$ cat src/rtl/draw_arb_pkg.sv
// rtl/draw_arb_pkg.sv - shared types and helpers for the VGA draw arbiter
// Purpose: arbiter state encoding, default pixel bus widths and the
//          packed-bus slice index helper used by vga_draw_arbiter.
// Ports:   none (package).
package draw_arb_pkg;

  typedef enum logic [1:0] {
    ST_IDLE    = 2'd0,
    ST_GRANT   = 2'd1,
    ST_DRAW    = 2'd2,
    ST_RELEASE = 2'd3
  } arb_state_t;

  localparam int DEF_X_W = 8;
  localparam int DEF_Y_W = 7;
  localparam int DEF_C_W = 3;

  // Low bit of requester idx's field in a bus packed at idx*width.
  function automatic int slice_lo(input int idx, input int width);
    return idx * width;
  endfunction

endpackage

$ cat src/rtl/rr_picker.sv
// rtl/rr_picker.sv - combinational round-robin requester picker
// Purpose: returns the first set req bit at or above ptr, wrapping to 0.
// Ports:
//   req    in   NUM_REQ   request vector
//   ptr    in   IDX_W     search start position
//   idx    out  IDX_W     selected requester (0 when none)
//   valid  out  1         1 when any req bit is set
module rr_picker #(
  parameter int NUM_REQ = 4,
  parameter int IDX_W   = $clog2(NUM_REQ)
) (
  input  logic [NUM_REQ-1:0] req,
  input  logic [IDX_W-1:0]   ptr,
  output logic [IDX_W-1:0]   idx,
  output logic               valid
);

  int pos;

  // Scan from the farthest offset down to ptr itself so that the last
  // hit written, the nearest one at or after ptr, is the one that sticks.
  always_comb begin
    idx   = '0;
    valid = 1'b0;
    pos   = 0;
    for (int k = NUM_REQ - 1; k >= 0; k--) begin
      pos = int'(ptr) + k;
      if (pos >= NUM_REQ) pos = pos - NUM_REQ;
      if (req[pos]) begin
        idx   = IDX_W'(pos);
        valid = 1'b1;
      end
    end
  end

endmodule

$ cat src/rtl/vga_draw_arbiter.sv
// rtl/vga_draw_arbiter.sv - round-robin owner of the VGA adapter pixel port
// Purpose: grants the pixel port to one renderer per burst (round-robin),
//          holds the grant until that renderer's done, and registers the
//          granted renderer's x/y/colour/plot into the adapter.
// Option:  DRAW_ARB_TIMEOUT_EN adds a DRAW-cycle watchdog and timeout_err.
// Ports:
//   clock, resetn                 clock, asynchronous active-low reset
//   req, done      in  NUM_REQ    per-renderer request level / last-pixel flag
//   x_in, y_in, colour_in  in     packed pixel buses, renderer i at [i*W +: W]
//   grant          out NUM_REQ    one-hot owner during GRANT/DRAW, else 0
//   busy           out 1          high outside IDLE
//   x, y, colour, plot  out       registered pixel bus to the adapter
//   timeout_err    out 1          sticky watchdog flag (option only)
module vga_draw_arbiter
  import draw_arb_pkg::*;
#(
  parameter int NUM_REQ        = 4,
  parameter int X_W            = DEF_X_W,
  parameter int Y_W            = DEF_Y_W,
  parameter int C_W            = DEF_C_W,
  parameter int TIMEOUT_CYCLES = 255
) (
  input  logic                   clock,
  input  logic                   resetn,
  input  logic [NUM_REQ-1:0]     req,
  input  logic [NUM_REQ-1:0]     done,
  input  logic [NUM_REQ*X_W-1:0] x_in,
  input  logic [NUM_REQ*Y_W-1:0] y_in,
  input  logic [NUM_REQ*C_W-1:0] colour_in,
  output logic [NUM_REQ-1:0]     grant,
  output logic                   busy,
  output logic [X_W-1:0]         x,
  output logic [Y_W-1:0]         y,
  output logic [C_W-1:0]         colour,
  output logic                   plot
`ifdef DRAW_ARB_TIMEOUT_EN
  ,
  output logic                   timeout_err
`endif
);

  localparam int IDX_W = $clog2(NUM_REQ);

  arb_state_t       state, state_nxt;
  logic [IDX_W-1:0] ptr, g, pick_idx;
  logic             pick_valid;
  logic             done_g;

  rr_picker #(.NUM_REQ(NUM_REQ), .IDX_W(IDX_W)) u_picker (
    .req   (req),
    .ptr   (ptr),
    .idx   (pick_idx),
    .valid (pick_valid)
  );

  // Only the owner's done counts; everyone else's is ignored.
  assign done_g = done[g];

`ifdef DRAW_ARB_TIMEOUT_EN
  logic [7:0] draw_cnt;
  logic       tmo_hit;

  // draw_cnt counts DRAW cycles already completed, so TIMEOUT_CYCLES-1 marks
  // the last permitted DRAW cycle.
  assign tmo_hit = (state == ST_DRAW) && !done_g &&
                   (draw_cnt == 8'(TIMEOUT_CYCLES - 1));

  always_ff @(posedge clock or negedge resetn) begin
    if (!resetn) begin
      draw_cnt    <= '0;
      timeout_err <= 1'b0;
    end else begin
      if (state == ST_GRANT)     draw_cnt <= '0;
      else if (state == ST_DRAW) draw_cnt <= draw_cnt + 8'd1;
      if (tmo_hit) timeout_err <= 1'b1;
    end
  end
`endif

  always_comb begin
    state_nxt = state;
    case (state)
      ST_IDLE:    if (pick_valid) state_nxt = ST_GRANT;
      ST_GRANT:   state_nxt = ST_DRAW;
      ST_DRAW: begin
        if (done_g) state_nxt = ST_RELEASE;
`ifdef DRAW_ARB_TIMEOUT_EN
        else if (tmo_hit) state_nxt = ST_RELEASE;
`endif
      end
      ST_RELEASE: state_nxt = ST_IDLE;
      default:    state_nxt = ST_IDLE;
    endcase
  end

  always_ff @(posedge clock or negedge resetn) begin
    if (!resetn) begin
      state <= ST_IDLE;
      ptr   <= '0;
      g     <= '0;
    end else begin
      state <= state_nxt;
      if (state == ST_IDLE && pick_valid) g <= pick_idx;
      if (state == ST_RELEASE)
        ptr <= (g == IDX_W'(NUM_REQ - 1)) ? '0 : g + IDX_W'(1);
    end
  end

  // Pixel bus only loads while drawing so the adapter sees stable values
  // whenever plot is low.
  always_ff @(posedge clock or negedge resetn) begin
    if (!resetn) begin
      x      <= '0;
      y      <= '0;
      colour <= '0;
      plot   <= 1'b0;
    end else begin
      plot <= (state == ST_DRAW);
      if (state == ST_DRAW) begin
        x      <= x_in[slice_lo(int'(g), X_W) +: X_W];
        y      <= y_in[slice_lo(int'(g), Y_W) +: Y_W];
        colour <= colour_in[slice_lo(int'(g), C_W) +: C_W];
      end
    end
  end

  always_comb begin
    grant = '0;
    if (state == ST_GRANT || state == ST_DRAW) grant[g] = 1'b1;
  end

  assign busy = (state != ST_IDLE);

endmodule
$ cat config.mk
export PLATFORM = sky130hd
export DESIGN_NAME = vga_draw_arbiter
export DESIGN_NICKNAME = d
export VERILOG_FILES = /design/src/rtl/draw_arb_pkg.sv /design/src/rtl/rr_picker.sv /design/src/rtl/vga_draw_arbiter.sv
export SDC_FILE = /design/constraint.sdc
export NUM_CORES = 1
export LEC_CHECK = 0
export CAP_MARGIN = 15
export CORE_ASPECT_RATIO = 1.5
export CORE_UTILIZATION = 38
export CTS_BUF_LIST = sky130_fd_sc_hd__clkbuf_4 sky130_fd_sc_hd__clkbuf_8
export CTS_CLUSTER_DIAMETER = 50
export CTS_CLUSTER_SIZE = 25
export DETAILED_ROUTE_END_ITERATION = 7
export GPL_ROUTABILITY_DRIVEN = 1
export PLACE_DENSITY = 0.88
export SYNTH_ARGS = -nofsm -noshare
export SYNTH_HDL_FRONTEND = slang
export SYNTH_SLANG_ARGS = --single-unit
$ cat constraint.sdc
create_clock -name clock -period 1.7 [get_ports clock]
set_input_delay 0.255 -clock clock [delete_from_list [all_inputs] [get_ports clock]]
set_output_delay 0.255 -clock clock [all_outputs]
set_load 0.01 [all_outputs]
Yosys cells after proc, flatten, opt, wreduce, memory -nomap -nowiden

Cells that the tools add are included.

Add/subtract/negate cells: 8
Multiply operators: 2
Order comparisons: 10
Equal/unequal tests: 6
Shifts and indexed selects: 3
Mux-type cells: 33
Reductions and logical operators: 6

Operators by type and width:

| operator                                                                              | count |
|---|---|
| 32-bit by 4-bit less-than comparator with 1-bit output (second input constant)        | 4 |
| 32-bit 2-to-1 mux                                                                     | 4 |
| 32-bit by 4-bit greater-or-equal comparator with 1-bit output (second input constant) | 3 |
| 32-bit by 4-bit subtractor with 32-bit output (second input constant)                 | 3 |
| 32-bit by 6-bit variable part select with 8-bit output                                | 1 |
| 28-bit by 6-bit variable part select with 7-bit output                                | 1 |
| 1-bit 2-to-1 mux                                                                      | 14 |
| 2-bit 2-to-1 mux                                                                      | 7 |
| 12-bit by 5-bit variable part select with 3-bit output                                | 1 |
| 1-bit binary-select mux with 2-bit select                                             | 5 |
| 2-bit case mux with 4 select lines                                                    | 1 |
| 2-bit by 2-bit adder with 3-bit output (second input constant)                        | 2 |
| 2-bit equality test (second input constant)                                           | 3 |
| 2-bit by 3-bit multiplier with 5-bit output (second input constant)                   | 1 |
| 2-bit by 2-bit multiplier with 4-bit output (second input constant)                   | 1 |
| 4-bit 2-to-1 mux                                                                      | 1 |
| 2-bit != test (second input constant)                                                 | 2 |
| 2-bit by 3-bit subtractor with 4-bit output (second input constant)                   | 1 |
| 2-bit by 1-bit adder with 3-bit output (second input constant)                        | 1 |
| 2-bit by 3-bit greater-or-equal comparator with 1-bit output (second input constant)  | 1 |
| 2-bit by 3-bit less-than comparator with 1-bit output (second input constant)         | 1 |
| 2-bit by 1-bit adder with 2-bit output (second input constant)                        | 1 |
| 1-bit demux with 2-bit select                                                         | 1 |
| 2-bit by 1-bit equality test with 1-bit output (second input constant)                | 1 |
| 6 further kinds                                                                       | 7 |

Register bits after elaboration: 25
Bits of input ports: 82
Output and inout bits: 24
Logic and storage cells: 75

Depth between registers and ports, before layout

Gate-level depths: netlist of run 1.

Depth in word-level cells: 12
Depth in mapped cells: 6
Mapped depth without buffers: 5

By module

Synthesis of run 1 repeated with hierarchy kept, for this count alone.

Cells, all modules: 112
Area, all modules: 1705.4 sq um

Modules (own cells, without submodules):

| module           | instances | cells each | area each (sq um) | seq. area each (sq um) |
|---|---|---|---|---|
| vga_draw_arbiter | 1         | 99         | 1627.8            | 625.6 |
| rr_picker        | 1         | 13         | 77.6              | 0.0 |

Worst setup path after synthesis of run 1

No wires, ideal clock.

Kind: reg2reg
Start point: register g[0]
End point: register x[0]
Setup time: 0.125 ns
Data arrival time: 1.391 ns
Required time: 1.575 ns
Slack: 0.184 ns
Cell stages (with the launch flop): 5
Buffers on the path: 2
Period minus slack after synthesis: 1.516 ns
Path through: dfrtp_1 buf_6 buf_6 mux4_2 mux2_4

Longest elaborated chain between the ends: 1

Ends and longest elaborated chain:

| element                                                | line                    | text |
|---|---|---|
| start: declaration                                     | vga_draw_arbiter.sv:45  | `logic [IDX_W-1:0] ptr, g, pick_idx;` |
| start signal: assignment                               | vga_draw_arbiter.sv:103 | `if (state == ST_IDLE && pick_valid) g <= pick_idx;` |
| 32-bit by 6-bit variable part select with 8-bit output | vga_draw_arbiter.sv:120 | `x <= x_in[slice_lo(int'(g), X_W) +: X_W];` |
| end signal: assignment                                 | vga_draw_arbiter.sv:120 |  |
| end: declaration                                       | vga_draw_arbiter.sv:32  | `output logic [X_W-1:0] x,` |

No other way between the ends.
A chain may end at the register's enable or synchronous reset.

Worst setup path after layout of run 1

Start point: register state[0]
End point: output grant[1]

Longest elaborated chain between the ends: 3
Elaborated cells between the ends (all ways): 4
Classes of those cells: eq/ne: 2; mux: 1; reduce/logical: 1

Ends and longest elaborated chain:

| element                                                                               | line                    | text |
|---|---|---|
| start: declaration                                                                    | vga_draw_arbiter.sv:44  | `arb_state_t state, state_nxt;` |
| start signal: assignment                                                              | vga_draw_arbiter.sv:102 | `state <= state_nxt;` |
| 2-bit by 1-bit equality test with 1-bit output or 2-bit equality test (tied branches) | vga_draw_arbiter.sv:129 | `if (state == ST_GRANT \|\| state == ST_DRAW) grant[g] = 1'b1;` |
| 1-bit logical OR (*)                                                                  | vga_draw_arbiter.sv:129 |  |
| 4-bit 2-to-1 mux (*)                                                                  | vga_draw_arbiter.sv:129 |  |
| end: declaration                                                                      | vga_draw_arbiter.sv:30  | `output logic [NUM_REQ-1:0] grant,` |

Every way passes the cells marked *; elsewhere a longest branch is shown, timed or not.

==> metrics, run 1 <==
outcome complete, but fails checks; failing checks design-rule violations; Post-synth top flop dfrtp_1; post-route minimum period roughly 1700 ps; wire per inst a little under 20 um; Synth Area in XOR/XNOR 0; max_cap viols 0; Layout fillers 300; largest net degree at the start of global routing 26; synth top area cells dfrtp_1, mux4_2, mux2_4; Worst path slowest cell dfrtp_1; maximum clock rate around 600 MHz; die height ~84 um; sw power roughly 1.6 mW; initial antenna violation count 0; Synth Area in Compound Gates 0.0504; # IOs roughly 110; 1st-iter DRT viols 92; core area 0.00428 sq mm; clock sink count 25; Final Max Slew Viols 0; WP data required 1440 ps; Initial Utilization 0.400; setup slack after layout between 40 and 50 ps; EDFF count, synth 0; clock skew between 3 and 4 ps; setup TNS 0 ps; dpl ws -8.82 ps; Multi-input gate area roughly 0.001 sq mm; WL met1 between 2000 and 2500 um; CTS HTree Levels 1; Min-Delay Path Class input pin to async pin; Reg area 628 sq um; hold buffers post-CTS 0; Post-Layout Cell Count 276; Clk pin slew, worst setup/hold paths approximately 90 ps; Commonest cells post-synth dfrtp_1, mux4_2, mux2_4, ha_1; switching portion of total power 0.347; post-synthesis adder-cell area fraction 0.0511; Post-Synth Simple-Gate Area 0.0599; routed length on met3 527 um; post-synthesis mux area share 0.421; leakage ~1.2 nW; Final period util 0.976; Worst Tran Pin Value between 400 and 500 ps; Nets 320; syn avg cell area approximately 15 sq um; Slew headroom 0.667; root buf cell clkbuf_8; Post-DP HPWL approximately 4200 um; synthesis-stage register bit count 25; dpl cells between 200 and 300; Post-DRT Antenna Nets 0; CTS buffer count 3; asr flop ratio synth 1.00; 1st-pass router iterations 6; internal power between 2 and 3 mW; RSZ-0062 raised after global routing false; Via Count between 1500 and 2000; die area between 0.004 and 0.005 sq mm; Port-buffer cells between 100 and 150; sequential-to-total area share from yosys stat 0.365; crit path DAT 1400 ps; CP max stage delay slightly below 400 ps; Setup crit end kind primary output; Routed Wire Length 5380 um; CTS tree done; Antenna Diode Count 0; top-count cell post-synth dfrtp_1; Comb power frac 0.672; Worst Setup Path Type flop to primary output; syn_nets a little over 200; global-route wire length before repair about 8600 um; gr usage total 0.236; Area growth, synth to finish 70.7%; Worst VDD drop between 700 and 800 uV; gpl congestion around 0.81; clock tree buffer depth 2; Residual DRC 32; synthesized area between 0.0015 and 0.002 sq mm; layout cells sized above 1 0.265; CP bufs+invs 2; grt ovf 0; Synth area leader dfrtp_1; sequential share of power 0.249; startpoint types flop; main combinational cell family by area after synthesis multiplexers; vias in the first global route around 1600; crit-path leading delay family flip-flops; worst-path cell chain inv_2 > ha_4 > and2_1 > dlygate4sd2_1; Pwr Total about 4.6 mW; Yosys top cell area share 0.365; Clk pwr share 0.079; pwr dens 1560 mW/mm^2; clock latency on the worst-skew pair roughly 270 ps; metal2 WL 2640 um; row cnt 29; Worst Path Max Fanout 5; Ys Warns 0; Top Metal Used met4; vias per cell between 5 and 6; Hold Fails Final Rpt 0; Setup violations, final 0; post-synthesis cell count about 120; Die W around 57 um; synth unique cells 29
==> power by group through the flow <==
stage / clock (mW) / combinational (mW) / sequential [mW]
2_1_floorplan: 0 / 1.73 / 1.20
3_3_place_gp: 0 / 2.98 / 1.10
3_5_place_dp: 0 / 3.02 / 1.13
4_1_cts: 0.363 / 3.05 / 1.12
5_1_grt: 0.391 / 3.28 / 1.17
6_report: 0.363 / 3.07 / 1.14
==> worst reg2reg max path, cell delays in order (launching register included) <==
cell,delay [ps]
dfrtp_2,450
buf_4,200
mux4_1,590
mux2_2,280
==> per-layer routing <==
layer,vias to the layer above,GRT usage
met5,-,0
met4,0,0.0643
met3,7,0.0647
met2,76,0.396
met1,760,0.297
li1,684,-
==> layout by cell type, fill, tap and decap left out <==
cell and count:
a21oi_1 3, a2bb2oi_1 1, a311oi_1 1, a32o_1 1, and2_1 4, and3b_1 1, buf_12 2, buf_4 9
clkbuf_8 3, clkdlybuf4s15_1 2, clkdlybuf4s50_1 100, clkinv_2 1, dfrtp_1 23, dfrtp_2 2, dlygate4sd2_1 3, ha_1 4
ha_2 2, ha_4 1, inv_1 3, inv_2 3, mux2_2 6, mux2_4 15, mux2i_1 2, mux4_1 1
mux4_2 17, nand2_1 4, nand2b_1 2, nand3_1 2, nand3b_1 1, nor2_1 3, nor2b_1 1, nor4_1 1
o211ai_1 1, o21ai_0 1, o22ai_1 1, o31ai_1 1, o41ai_1 2
==> repair_timing <==
| item | CTS | global route |
|---|---|---|
| setup endpoints to repair | 5 | 4 |
| hold endpoints to repair | 0 | 0 |
| gates resized for setup | 9 | 6 |
| setup buffers | 0 | 1 |
| gates cloned | 0 | 0 |
==> metrics by stage <==
step / cell area (sq um) / utilization / hold WS, ps
after floorplan: 1710 / - / -40.6
after global placement: 2860 / 0.667 / 489
after detailed placement: 2860 / 0.667 / 499
after CTS: 2910 / 0.679 / 357
after global routing: 2930 / 0.683 / 367
final: 2930 / 0.683 / 343
==> flip-flops by register name, summed over array words and instances (netlist names) <==
signal and count:
ptr 2, x 8, plot 1, state 2, colour 3, g 2
y 7
==> worst paths after layout <==
kind	from	endpoint	slack [ps]	depth (start not counted)
min reg2reg	x[5]	x[5]	520	1
max reg2reg	g[0]	x[5]	80	3
min	resetn	x[5]	340	2
min in group clock	x[5]	x[5]	520	1
max	state[0]	grant[1]	40	4
max in group asynchronous	resetn	g[1]	1090	2
==> area by class of cell <==
type | count | area share
inverters | 6 | 0.00770
well taps | 46 | 0.0197
flip-flops and latches | 25 | 0.215
multi-input cells | 79 | 0.347
clock inverters | 1 | 0.00171
repair buffers | 116 | 0.395
clock buffers | 3 | 0.0141
==> logic make-up (layout without fill, tap and decap cells) <==
group	Yosys count	count (layout)
AOI/OAI and AO/OA	12	12
muxes	41	41
DFF	25	25
buffers and inverters	14	126
adders and majority gates	7	7
and+or+nand+nor	19	19
No activity file was read; power rests on OpenSTA's default activity.
==> run 2, diff against run 1 <==
==> constraint.sdc (replaced) <==
create_clock -name clock -period 1.7 [get_ports clock]
set_input_delay 0.255 -clock clock [delete_from_list [all_inputs] [get_ports clock]]
set_output_delay 0.255 -clock clock [all_outputs]
set_load 0.1 [all_outputs]
==> metrics, run 2 (synthesis gave the netlist of run 1 again) <==
outcome complete, but fails checks; failing checks design-rule violations; hold buffers post-CTS 0; Die W around 57 um; Port-buffer cells 105; Routed Wire Length between 6000 and 7000 um; vias in the first global route about 1600; Post-DP HPWL 4520 um; die height between 80 and 90 um; core area around 0.0043 sq mm; Clk pin slew, worst setup/hold paths around 90 ps; clock latency on the worst-skew pair 260 ps; # IOs roughly 110; gpl congestion between 0.8 and 0.9; Worst path slowest cell dfrtp_2; Initial Utilization 0.400; Via Count between 1500 and 2000; row cnt 29; startpoint types flop; hold slack approximately 400 ps; Nets approximately 320; CP max stage delay 460 ps; Post-DRT Antenna Nets 0; leakage approximately 1.3 nW; CTS HTree Levels 1; Final Max Slew Viols 0; CP bufs+invs 3; commonest non-fill, non-tap cell in the layout clkdlybuf4s50_1; clock sink count 25; CTS tree done; clock skew 4.03 ps; layout cells sized above 1 0.384; global-route wire length before repair between 9000 and 10000 um; Worst Path Max Fanout 6; die area approximately 0.0048 sq mm; Setup crit end kind primary output; Setup violations, final 0; crit-path leading delay family flip-flops; gr usage total 0.257; Min-Delay Path Class input pin to async pin; max_cap viols 0; setup TNS 0 ps; Worst Tran Pin Value a little over 500 ps; 1st-pass router iterations 7; RSZ-0062 raised after global routing true; Top Registers x: 8 flops, y: 7 flops, colour: 3 flops; maximum clock rate 598 MHz; Residual DRC 29; Worst VDD drop between 1000 and 1500 uV; crit path DAT approximately 1400 ps; post-route minimum period about 1700 ps; Slew headroom 0.653; Hold Fails Final Rpt 0; wire per inst ~22 um; clock tree buffer depth 2; most frequent CP cell buf_12; cell area after layout between 0.003 and 0.004 sq mm; worst-path cell chain buf_12 > inv_2 > ha_1 > and2_4 > buf_12; dpl ws about 80 ps; Area growth, synth to finish 89.1%; WP data required 1440 ps; setup slack after layout about 27 ps; grt ovf 0; Largest Register x; commonest cells after routing, fill and taps aside clkdlybuf4s50_1, buf_12, dfrtp_1; root buf cell clkbuf_8; CTS buffer count 3; initial antenna violation count 0; vias per cell around 5.7; max reg flops 8; Antenna Diode Count 0; pwr dens about 2400 mW/mm^2; Placement Cell Area 0.00308 sq mm; largest net degree at the start of global routing 26; Worst Setup Path Type flop to primary output; 1st-iter DRT viols 84; Final period util 0.984
[run 2: area by class of cell]
type / instances / area (sq um)
clock buffers: 4 / 48.8
fillers: 258 / 1040
flip-flops and latches: 25 / 628
repair buffers: 118 / 1450
well taps: 46 / 57.6
multi-input cells: 79 / 1030
inverters: 6 / 22.5
[run 2: path summary, 6_finish.rpt]
path | cells after the start | slack [ps] | to | start
setup / recovery | 5 | 30 | grant[0] | g[0]
hold / removal | 2 | 400 | y[6] | resetn
setup reg to reg | 3 | 30 | x[2] | g[0]
hold reg to reg | 1 | 580 | ptr[0] | ptr[0]
max in group asynchronous | 2 | 1040 | g[0] | resetn
min in group clock | 1 | 580 | ptr[0] | ptr[0]
[run 2: routing by layer]
metal	up-vias	track usage	wire length, um
li1	686	-	-
met1	772	0.276	1990
met2	101	0.463	3170
met3	14	0.0863	727
met4	0	0.0887	141
met5	-	0	0
[run 2: power breakdown]
| group | leakage [nW] | internal, mW | switching, mW |
|---|---|---|---|
| Sequential | 0.294 | 0.916 | 0.358 |
| Combinational | 1.03 | 2.73 | 3.34 |
| Clock | 0.0262 | 0.183 | 0.183 |
| Total | 1.35 | 3.83 | 3.88 |
[run 2: what timing repair did]
| action | 4_1_cts | 5_1_grt |
|---|---|---|
| buffers inserted | 6 | 0 |
| gates cloned | 1 | 0 |
| endpoints found under the setup margin | 4 | 7 |
| resized for setup | 3 | 8 |
| hold endpoints to repair | 0 | 0 |
[run 2: per-stage QoR]
step	total power, mW	utilization	std cells
4_1_cts	7.63	0.753	278
5_1_grt	7.97	0.757	278
3_3_place_gp	6.85	0.720	267
3_5_place_dp	6.98	0.720	267
2_1_floorplan	4.94	-	118
6_report	7.72	0.757	278
